`src/rtl/binary_to_bcd_seq_if.sv`:
```
// Start/done handshake and result bus of the sequential binary-to-BCD converter.
// master drives the request side, slave is the converter.
interface binary_to_bcd_seq_if #(
    parameter int unsigned WIDTH  = 8,
    parameter int unsigned DIGITS = 3
);
    logic                  start;
    logic [WIDTH-1:0]      bin_in;
    logic                  busy;
    logic                  done;
    logic [4*DIGITS-1:0]   bcd_out;
    logic                  overflow;

    modport master (
        output start, bin_in,
        input  busy, done, bcd_out, overflow
    );

    modport slave (
        input  start, bin_in,
        output busy, done, bcd_out, overflow
    );
endinterface

```
`src/rtl/binary_to_bcd_seq.sv`:
```
// Sequential binary-to-BCD converter (shift-and-add-3), one input bit per clock.
// Result and overflow flag are held until the next completed conversion.
module binary_to_bcd_seq #(
    parameter int unsigned WIDTH  = 8,
    parameter int unsigned DIGITS = 3
) (
    input logic                clk,
    input logic                rst_n,
    binary_to_bcd_seq_if.slave bus
);
    localparam int unsigned BcdW = 4 * DIGITS;
    localparam int unsigned CntW = $clog2(WIDTH + 1);

    typedef enum logic [1:0] {StIdle, StShift, StDone} state_e;

    state_e           state_q, state_d;
    logic [WIDTH-1:0] shift_q, shift_d;
    logic [BcdW-1:0]  work_q, work_d;
    logic [BcdW-1:0]  adj;
    logic [CntW-1:0]  cnt_q, cnt_d;
    logic             sticky_q, sticky_d;
    logic             sticky_next;
    logic [BcdW-1:0]  bcd_q, bcd_d;
    logic             ovf_q, ovf_d;

    // Add-3 correction per digit, independent 4-bit adds with no inter-digit carry.
    always_comb begin
        adj = work_q;
        for (int k = 0; k < int'(DIGITS); k++) begin
            if (work_q[4*k +: 4] >= 4'd5) begin
                adj[4*k +: 4] = work_q[4*k +: 4] + 4'd3;
            end
        end
    end

    // The bit leaving the top digit means the value needs more than DIGITS digits.
    assign sticky_next = sticky_q | adj[BcdW-1];

    always_comb begin
        state_d  = state_q;
        shift_d  = shift_q;
        work_d   = work_q;
        cnt_d    = cnt_q;
        sticky_d = sticky_q;
        bcd_d    = bcd_q;
        ovf_d    = ovf_q;
        case (state_q)
            StIdle: begin
                if (bus.start) begin
                    shift_d  = bus.bin_in;
                    work_d   = '0;
                    sticky_d = 1'b0;
                    cnt_d    = CntW'(WIDTH);
                    state_d  = StShift;
                end
            end
            StShift: begin
                shift_d  = shift_q << 1;
                work_d   = {adj[BcdW-2:0], shift_q[WIDTH-1]};
                sticky_d = sticky_next;
                cnt_d    = cnt_q - CntW'(1);
                if (cnt_q == CntW'(1)) begin
                    bcd_d   = {adj[BcdW-2:0], shift_q[WIDTH-1]};
                    ovf_d   = sticky_next;
                    state_d = StDone;
                end
            end
            StDone: begin
                state_d = StIdle;
            end
            default: begin
                state_d = StIdle;
            end
        endcase
    end

    always_ff @(posedge clk or negedge rst_n) begin
        if (!rst_n) begin
            state_q  <= StIdle;
            shift_q  <= '0;
            work_q   <= '0;
            cnt_q    <= '0;
            sticky_q <= 1'b0;
            bcd_q    <= '0;
            ovf_q    <= 1'b0;
        end else begin
            state_q  <= state_d;
            shift_q  <= shift_d;
            work_q   <= work_d;
            cnt_q    <= cnt_d;
            sticky_q <= sticky_d;
            bcd_q    <= bcd_d;
            ovf_q    <= ovf_d;
        end
    end

    assign bus.busy     = (state_q != StIdle);
    assign bus.done     = (state_q == StDone);
    assign bus.bcd_out  = bcd_q;
    assign bus.overflow = ovf_q;
endmodule
```
`src/flat_wrapper.sv`:
```
// flat-port wrapper written by rule: the top's interface ports become plain ports
module binary_to_bcd_seq_flat 
#(
    parameter int unsigned WIDTH  = 8,
    parameter int unsigned DIGITS = 3
)
  (clk, rst_n, bus_start, bus_bin_in, bus_busy, bus_done, bus_bcd_out, bus_overflow);
  binary_to_bcd_seq_if #(.WIDTH(WIDTH), .DIGITS(DIGITS)) bus_i ();
  input logic clk;
  input logic rst_n;
  input wire logic [$bits(bus_i.start)-1:0] bus_start;
  input wire logic [$bits(bus_i.bin_in)-1:0] bus_bin_in;
  output wire logic [$bits(bus_i.busy)-1:0] bus_busy;
  output wire logic [$bits(bus_i.done)-1:0] bus_done;
  output wire logic [$bits(bus_i.bcd_out)-1:0] bus_bcd_out;
  output wire logic [$bits(bus_i.overflow)-1:0] bus_overflow;
  assign bus_i.start = bus_start;
  assign bus_i.bin_in = bus_bin_in;
  assign bus_busy = bus_i.busy;
  assign bus_done = bus_i.done;
  assign bus_bcd_out = bus_i.bcd_out;
  assign bus_overflow = bus_i.overflow;
  binary_to_bcd_seq #(.WIDTH(WIDTH), .DIGITS(DIGITS)) u_core (.clk(clk), .rst_n(rst_n), .bus(bus_i));
endmodule
```
`config.mk`:
```
export PLATFORM = sky130hd
export DESIGN_NAME = binary_to_bcd_seq_flat
export DESIGN_NICKNAME = d
export VERILOG_FILES = /design/src/rtl/binary_to_bcd_seq_if.sv /design/src/rtl/binary_to_bcd_seq.sv /design/src/flat_wrapper.sv
export SDC_FILE = /design/constraint.sdc
export NUM_CORES = 1
export LEC_CHECK = 0
export ABC_AREA = 1
export CAP_MARGIN = 30
export CORE_MARGIN = 1.5
export CORE_UTILIZATION = 55
export DETAILED_ROUTE_END_ITERATION = 6
export PLACE_DENSITY = 0.8
export SLEW_MARGIN = 20
export SYNTH_ARGS = -nofsm -noshare
export SYNTH_HDL_FRONTEND = slang
export SYNTH_SLANG_ARGS = --single-unit
```
`constraint.sdc`:
```
create_clock -name clk -period 3.6 [get_ports clk]
set_input_delay 1.08 -clock clk [delete_from_list [all_inputs] [get_ports clk]]
set_output_delay 1.08 -clock clk [all_outputs]
set_load 0.005 [all_outputs]
```
==> results_dict.tcl <==
set metrics [dict create \
    worstPathRequired_ps 2520 \
    ant_nets 0 \
    grt_overflow 0 \
    period_share_pct 73.17 \
    numClockSinks 40 \
    multi_input_area_um2 840.8 \
    endpoint_kind "output port" \
    diodes 0 \
    path_buf_inv 2 \
    crit_slowest_cell "clkdlybuf4s50_1" \
    crit_start "u_core.state_q[0]" \
    ys.flop_type "dfrtp_1" \
    syn_area_per_cell_um2 8.193 \
    p_leak_nw 1.166 \
    routed_wl_um 4261 \
    cts_resized 0 \
    power_mw 2.136 \
    hold_start "u_core.bus.bcd_out[2]" \
    hold_viol 0 \
    initial_core_util_pct 58.25 \
    setup_violations 0 \
    gp_congestion 0.8617 \
    outcome "finished, final reports clean" \
    vias_per_cell 5.375 \
    die_w_um 62.92 \
    firstDrtPassIters 4 \
    coreArea_mm2 0.003390 \
    hp-class "flip-flop to flip-flop" \
    port_buffers 25 \
    nFillCells 275 \
    ys_warn_count 0 \
    register_area_mm2 0.001001 \
    vias 1704 \
    crit_path_max_fanout 4 \
    final_nets 289 \
    final_max_slew_viol_count 0 \
    io_pins 26 \
    dieHeight_um 62.92 \
    arrival_ps 1550 \
    synth-edff-count 0 \
    r2r_start "u_core.cnt_q[1]" \
    syn_inst 241 \
    clockRootBuffer "clkbuf_4" \
    synth_seq_cells 40 \
    drc_errors 0 \
    drt_iter0_drc 102 \
    syn_area_mm2 0.001974 \
    synth-async-reset-ratio_pct 100.0 \
    slowest_delay_ps 460 \
    hpwl_um 2876 \
    rsz0062_at_grt "false" \
    cp-start-kind "flip-flop" \
    insertion_delay_ps 360 \
    cpLargestDelayFamily "buffers and inverters" \
    pwr_density_cell_mw_per_mm2 911.0 \
    layout-drive-gt1-share_pct 6.273 \
    cts_htree_levels 2 \
    fin_util_pct 69.18 \
    synth_sequential_area_ratio_pct 50.70 \
    area_growth_pct 18.76 \
    cts_tree "built" \
    cts_buffers 5 \
    whs_ps 486.5 \
    cts.hold.buffers_added 0 \
    ys_types 21 \
    worst-setup-path-type "flip-flop to output port" \
    synth_nets 260 \
    fin_crit_ps 2634 \
    grt.total_usage_pct 24.42 \
    cts_buffer_depth 2 \
    grt_pass1_wl_um 7458 \
    worst_pin_slew_ps 567.0 \
    max_freq_mhz 379.6 \
    grt_max_degree 41 \
    final.setup.tns_ps 0 \
    grt_pass1_vias 1655 \
    path_cells "nor2_1, inv_1, clkdlybuf4s50_1" \
    core.rowCount 21 \
    maxSlewHeadroom_pct 62.08 \
    irDropWorstVdd_v 0.0005044 \
    antenna_found_initial 0 \
    cap_violations 0 \
    clock_skew_ps 11.05 \
    cts_setup_buffers 0 \
    dieArea_mm2 0.003958 \
    path_clk_slew_ps 110 \
    drt-wirelength-per-cell_um 13.44 \
]
==> area by class of cell <==
| type | count | share of cell area, % |
|---|---|---|
| multi-input cells | 170 | 35.86 |
| flip-flops and latches | 40 | 42.69 |
| clock buffers | 6 | 1.761 |
| well taps | 46 | 2.455 |
| inverters | 27 | 4.429 |
| repair buffers | 26 | 11.31 |
| clock inverters | 2 | 1.494 |
==> cell usage in the layout (no fill, tap or decap) <==
cell type / n
nand2_1: 80
dfrtp_1: 40
nand3_1: 29
inv_1: 24
clkdlybuf4s50_1: 24
o21ai_0: 18
nor2_1: 13
o21ai_1: 9
ha_1: 8
o22ai_1: 6
clkbuf_4: 5
inv_2: 2
nand2_4: 1
nand2_2: 1
o211ai_1: 1
inv_4: 1
nand4_4: 1
nor3_4: 1
nor3_1: 1
or2_2: 1
bufinv_16: 1
clkinv_2: 1
clkbuf_1: 1
buf_2: 1
buf_12: 1
==> worst reg2reg max path, cell delays in order (launching register included) <==
cell	delay (ps)
dfrtp_1	400
inv_1	120
ha_1	230
nand2_1	120
nor3_4	460
nand3_1	150
nand2_1	100
==> kinds of logic (layout without fill, tap and decap cells) <==
logic type | count (synthesis) | after routing | synth area share [%]
buffers and inverters | 31 | 61 | 6.718
adders and majority gates | 8 | 8 | 5.070
DFF | 40 | 40 | 50.70
and+or+nand+nor | 128 | 128 | 28.39
AOI/OAI and AO/OA | 34 | 34 | 9.126
==> state kept, by name, indices dropped and copies added (netlist names) <==
| register | cells |
|---|---|
| u_core.work_q | 12 |
| u_core.bus.overflow | 1 |
| u_core.sticky_q | 1 |
| u_core.cnt_q | 4 |
| u_core.state_q | 2 |
| u_core.bus.bcd_out | 12 |
| u_core.shift_q | 8 |
==> Yosys cell counts, types with 2 or more instances <==
cell type / number / area (um^2)
nand2_1: 80 / 300.3
dfrtp_1: 40 / 1001
nand3_1: 29 / 145.1
inv_1: 24 / 90.09
o21ai_0: 18 / 90.09
nor2_1: 13 / 48.80
o21ai_1: 9 / 45.04
ha_1: 8 / 100.1
o22ai_1: 6 / 37.54
buf_2: 2 / 10.01
inv_2: 2 / 7.510
==> path summary, 6_finish.rpt <==
kind / cells after the start / slack (ps) / end
setup reg to reg: 6 / 1980 / u_core.bus.bcd_out[1]
hold / removal: 2 / 490 / u_core.bus.bcd_out[2]
setup / recovery: 3 / 970 / bus_busy
hold reg to reg: 2 / 490 / u_core.bus.bcd_out[2]
max in group asynchronous: 2 / 2620 / u_core.bus.bcd_out[1]
min in group asynchronous: 1 / 550 / u_core.bus.bcd_out[11]
==> power by group <==
| group | internal [mW] | switching [mW] |
|---|---|---|
| clock | 0.146 | 0.149 |
| combinational | 0.420 | 0.615 |
| sequential | 0.660 | 0.147 |
==> through the flow <==
| step | std cells | cell area [um^2] | worst slack (ps) |
|---|---|---|---|
| finish | 317 | 2345 | 965.9 |
| detailed placement | 308 | 2248 | 1109 |
| global placement | 308 | 2248 | 1167 |
| global route | 317 | 2345 | 893.4 |
| floorplan | 241 | 1974 | 1851 |
| CTS | 316 | 2325 | 946.6 |
==> per-layer routing <==
metal,global-route usage [%],wire [um],share of wire (%)
met2,42.15,2155,51
met3,6.486,166,3.9
met1,28.67,1859,44
met5,0,0,0
met4,10.00,80,1.9
(Power assumes the default switching activity.)
